--- config.mk ---
export PLATFORM = sky130hd
export DESIGN_NAME = fetch_unit
export DESIGN_NICKNAME = d
export VERILOG_FILES = /design/src/rtl/fetch_unit.sv
export SDC_FILE = /design/constraint.sdc
export NUM_CORES = 1
export LEC_CHECK = 0
export CORE_MARGIN = 10
export CORE_UTILIZATION = 45
export CTS_CLUSTER_SIZE = 10
export DETAILED_ROUTE_END_ITERATION = 8
export GPL_TIMING_DRIVEN = 0
export PLACE_DENSITY = 0.89
export SYNTH_ARGS = -nofsm -noshare
export SYNTH_HDL_FRONTEND = slang
export SYNTH_SLANG_ARGS = --single-unit
--- constraint.sdc ---
create_clock -name clk -period 2.2 [get_ports clk]
set_input_delay 0.33 -clock clk [delete_from_list [all_inputs] [get_ports clk]]
set_output_delay 0.33 -clock clk [all_outputs]
set_load 0.03 [all_outputs]
--- src/rtl/fetch_unit.sv ---
// Instruction fetch stage: owns the PC, pairs each registered-memory word with
// its address, and supports stall hold-over, redirect squash and fetch counting.
module fetch_unit #(
  parameter logic [31:0] RESET_PC = 32'h0000_0000
) (
  input  logic        clk,
  input  logic        rst,
  input  logic        stall,
  input  logic        redirect_valid,
  input  logic [31:0] redirect_pc,
  output logic [31:0] imem_pc,
  input  logic [31:0] imem_instr,
  output logic        if_valid,
  output logic [31:0] if_pc,
  output logic [31:0] if_pc_plus4,
  output logic [31:0] if_instr,
  output logic [31:0] fetch_count
);

  logic [31:0] pc_reg_q, pc_reg_d;
  logic [31:0] pc_d1_q, pc_d1_d;
  logic        valid_d1_q, valid_d1_d;
  logic        held_q, held_d;
  logic [31:0] hold_instr_q, hold_instr_d;
  logic [31:0] fetch_count_q, fetch_count_d;
  logic        accept;

  assign accept = valid_d1_q & ~stall;

  always_comb begin
    pc_reg_d      = pc_reg_q;
    pc_d1_d       = pc_d1_q;
    valid_d1_d    = valid_d1_q;
    held_d        = held_q;
    hold_instr_d  = hold_instr_q;
    fetch_count_d = fetch_count_q;
    if (redirect_valid) begin
      // Redirect beats stall: the in-flight word is dropped, the delivered one may still retire.
      pc_reg_d      = {redirect_pc[31:2], 2'b00};
      valid_d1_d    = 1'b0;
      held_d        = 1'b0;
      fetch_count_d = fetch_count_q + {31'd0, accept};
    end else if (stall) begin
      // Memory keeps re-reading pc_reg while stalled, so capture the delivered word once.
      if (!held_q) begin
        hold_instr_d = imem_instr;
        held_d       = 1'b1;
      end
    end else begin
      pc_d1_d       = pc_reg_q;
      valid_d1_d    = 1'b1;
      pc_reg_d      = pc_reg_q + 32'd4;
      held_d        = 1'b0;
      fetch_count_d = fetch_count_q + {31'd0, valid_d1_q};
    end
  end

  always_ff @(posedge clk) begin
    if (!rst) begin
      pc_reg_q      <= RESET_PC;
      pc_d1_q       <= 32'd0;
      valid_d1_q    <= 1'b0;
      held_q        <= 1'b0;
      hold_instr_q  <= 32'd0;
      fetch_count_q <= 32'd0;
    end else begin
      pc_reg_q      <= pc_reg_d;
      pc_d1_q       <= pc_d1_d;
      valid_d1_q    <= valid_d1_d;
      held_q        <= held_d;
      hold_instr_q  <= hold_instr_d;
      fetch_count_q <= fetch_count_d;
    end
  end

  assign imem_pc     = pc_reg_q;
  assign if_valid    = valid_d1_q;
  assign if_pc       = pc_d1_q;
  assign if_pc_plus4 = pc_d1_q + 32'd4;
  assign if_instr    = valid_d1_q ? (held_q ? hold_instr_q : imem_instr) : 32'd0;
  assign fetch_count = fetch_count_q;

endmodule
==> metrics.md <==
| Metric | Value |
|---|---|
| Post-synth EDFFs | 0 |
| CP peak stage delay | 360 ps |
| Hold WC Path Type | flop to flop |
| Root Driver | clkbuf_16 |
| Initial core utilization | 0.458 |
| Status | finished, violations left |
| Setup violators final | 15 |
| CP dominant cell by count | nand4_4 |
| Clk sink count | 126 |
| Max-Cap Viols | 0 |
| CTS tree | done |
| Area after detailed placement | 0.00892 mm^2 |
| Critical Path RT | between 1500 and 2000 ps |
| Nets@finish | 1,149 |
| Post-Layout Inst Area | 0.00987 mm^2 |
| Post-synth top cells | 160 x nand2_1, 126 x dfxtp_1, 93 x a21oi_1, 79 x nor2_1, 53 x xor2_1 |
| Mux share of post-synthesis cell area | 0.0551 |
| Final worst slack | -221 ps |
| Register area share after synthesis | 0.397 |
| Post-Synth XOR/XNOR Area | 0.106 |
| Seq cells post-synth | around 130 |
| Mean Syn Cell Area | around 8 um^2 |
| Overall power | 5.89 mW |
| Initial DRC count | 380 |
| Clk buf depth | 2 |
| Syn Std Cell Area | 0.00635 mm^2 |
| Asr flop ratio synth | 0 |
| Clk pwr share | 0.433 |
| Detail Route Antenna Nets | 0 |
| Comb pwr share | 0.149 |
| Share of cells above drive strength 1 | 0.161 |
| Crit-path cells | nand4_4, nor4_4, buf_4, nand4_4, buf_12, nor2_4, xor2_2, buf_6 |
| Chip width | 139 um |
| FMAX | 413 MHz |
| VDD IR max | around 0.36 mV |
| Worst-Margin Slew | ~690 ps |
| Initial antenna violation count | 1 |
| Vias in the first global route | 6,549 |
| Fin crit share | 1.10 |
| Drt first pass iters | 5 |
| CP Buf/Inv Count | 3 |
| Slew Limit Fails | 0 |
| Die Ht | approximately 140 um |
| Final hold vios | 0 |
| Total GRT Usage | 0.214 |
| Main combinational cell family by area after synthesis | simple AND/OR/NAND/NOR gates |
| Seq pwr share | 0.419 |
| Simple-gate share of the synthesized area | 0.281 |
| Sw Share | 0.267 |
| CTS H-tree lvls | 4 |
| Global-route wire length before repair | about 34 mm |
| Ys flop type | dfxtp_1 |
| Largest delay share family, worst path | simple AND/OR/NAND/NOR gates |
| Hold Slack | 456 ps |
| Post-Synthesis Cells | 808 |
| TritonCTS buffer count | 17 |
| I/O pin count | 229 |
| Max FO, Critical Path | 4 |
| Core Region | roughly 0.014 mm^2 |
| Post-Synth Adder-Cell Area | 0.00984 |
| Largest net degree at the start of global routing | 17 |
| Leakage | 3.86 nW |
| Post-synthesis compound-gate area fraction | 0.109 |
| Internal | 4.32 mW |
| Pwr per Cell Area | between 500 and 600 mW/mm^2 |
| Via-per-instance ratio | 5.35 |
| Die area | 0.0193 mm^2 |
| Leading area contributor after synthesis | dfxtp_1 |
| CTS clk-pin slew, worst paths | 50 ps |
| RSZ-0062 raised after global routing | true |
| Max-slew headroom | 0.541 |
| Clock insertion delay at the later pin of the skew report | 410 ps |
| Distinct cells, synth | 44 |
| Cell Rows | 43 |
| Crit path capture type | primary output |
| Yosys top cell area share | 0.397 |
| Period minus WS final | 2420 ps |
| Critical Path Source Type | flop |
| Psw | 1.57 mW |
| Total global routing overflow | 0 |
| Gpl congestion | 0.842 |
| Worst Path Arrival | about 2100 ps |
| Routed vias | 6,784 |
| WL/cell | 17.6 um |
| Total Routed Length | 22.3 mm |
| DRC | 0 |
| Yosys warns | 0 |
| Port bufs | 220 |
| Layout Area Growth over Synthesis | 55.3% |
| Most common cell in the netlist | nand2_1 |
| Setup Skew | 10.6 ps |
| DPL Wire Length | 16.5 mm |
| CP max stage cell | dfxtp_4 |
| Violated checks | setup timing |
| Critical path type | flop to primary output |
| Ranking of synthesized cells by area | dfxtp_1 40%, nand2_1 9.5%, a21oi_1 7.3% |
-- metal layers --
metal  global-route usage  vias up  part of all wire
li1                     -     3272                 -
met1                0.237     3200              0.39
met2                0.361      279              0.49
met3               0.0884       31              0.10
met4               0.0741        2             0.018
met5                    0        -           0.00058
-- worst paths after layout --
kind	start	end	slack (ps)	cells after the start
worst max-delay path	if_pc[13]	if_pc_plus4[29]	-220	8
worst min register to register	hold_instr_q[24]	hold_instr_q[24]	460	2
worst min-delay path	hold_instr_q[24]	hold_instr_q[24]	460	2
worst max register to register	if_valid	fetch_count[28]	180	8
-- cells by family after synthesis --
kind of cell               after synthesis
DFF                                    126
other                                    1
and+or+nand+nor                        370
AOI/OAI and AO/OA                      133
xor gates and xnor gates                77
muxes                                   35
adders and majority gates                5
buffers and inverters                   61
-- power groups by stage --
stage / clock network (mW) / registers, mW / logic [mW]
6_report: 2.55 / 2.47 / 0.877
5_1_grt: 2.67 / 2.48 / 0.939
4_1_cts: 2.58 / 2.47 / 0.864
3_5_place_dp: 0 / 2.52 / 0.866
3_3_place_gp: 0 / 2.52 / 0.855
2_1_floorplan: 0 / 2.61 / 0.366
-- stage by stage --
step | util | std cells | setup WS (ps) | TNS [ps]
2_1_floorplan | - | 813 | -53.1 | -89.0
3_3_place_gp | 0.643 | 1213 | -908 | -28520
3_5_place_dp | 0.643 | 1213 | -1000 | -32470
4_1_cts | 0.696 | 1251 | -276 | -2370
5_1_grt | 0.711 | 1267 | -327 | -3700
6_report | 0.711 | 1268 | -221 | -2180
-- state kept, by name, summed over array words and instances (netlist names) --
signal,flops
fetch_count,32
held_q,1
hold_instr_q,32
if_pc,30
if_valid,1
imem_pc,30
-- area by class of cell --
type                    count  area (um^2)
flip-flops and latches    126         2570
clock inverters             9         70.1
repair buffers            246         2360
multi-input cells         626         3890
diodes                      1         2.50
clock buffers              21          460
fillers                  1021         4010
inverters                   9         37.5
well taps                 180          225
plain buffers              50          246
-- worst reg2reg max path, cell delays in order (launching register included) --
cell        delay [ps]
dfxtp_2            340
clkinvlp_4         160
a21oi_2            170
ha_1               190
ha_1               170
buf_4              180
nand4_1            220
or3_1              380
a21oi_1            140
-- layout by cell type, fill, tap and decap left out, drive strengths merged, types with 28 or more instances in the layout --
cell,netlist,final
buf,17,66
a21oi,93,93
nand2,160,160
nor2,79,79
nand3,30,30
clkbuf,35,59
o21ai,28,28
dfxtp,126,126
mux2i,35,35
nand4,37,37
xor2,53,53
clkdlybuf4s50,0,162
-- repair_timing --
item | in CTS | in global routing
pin swaps | 13 | 17
hold buffers | 0 | 0
setup buffers | 10 | 16
gates resized for setup | 228 | 58
endpoints found under the setup margin | 82 | 56
Note: power is estimated with default switching activity, not from simulation.
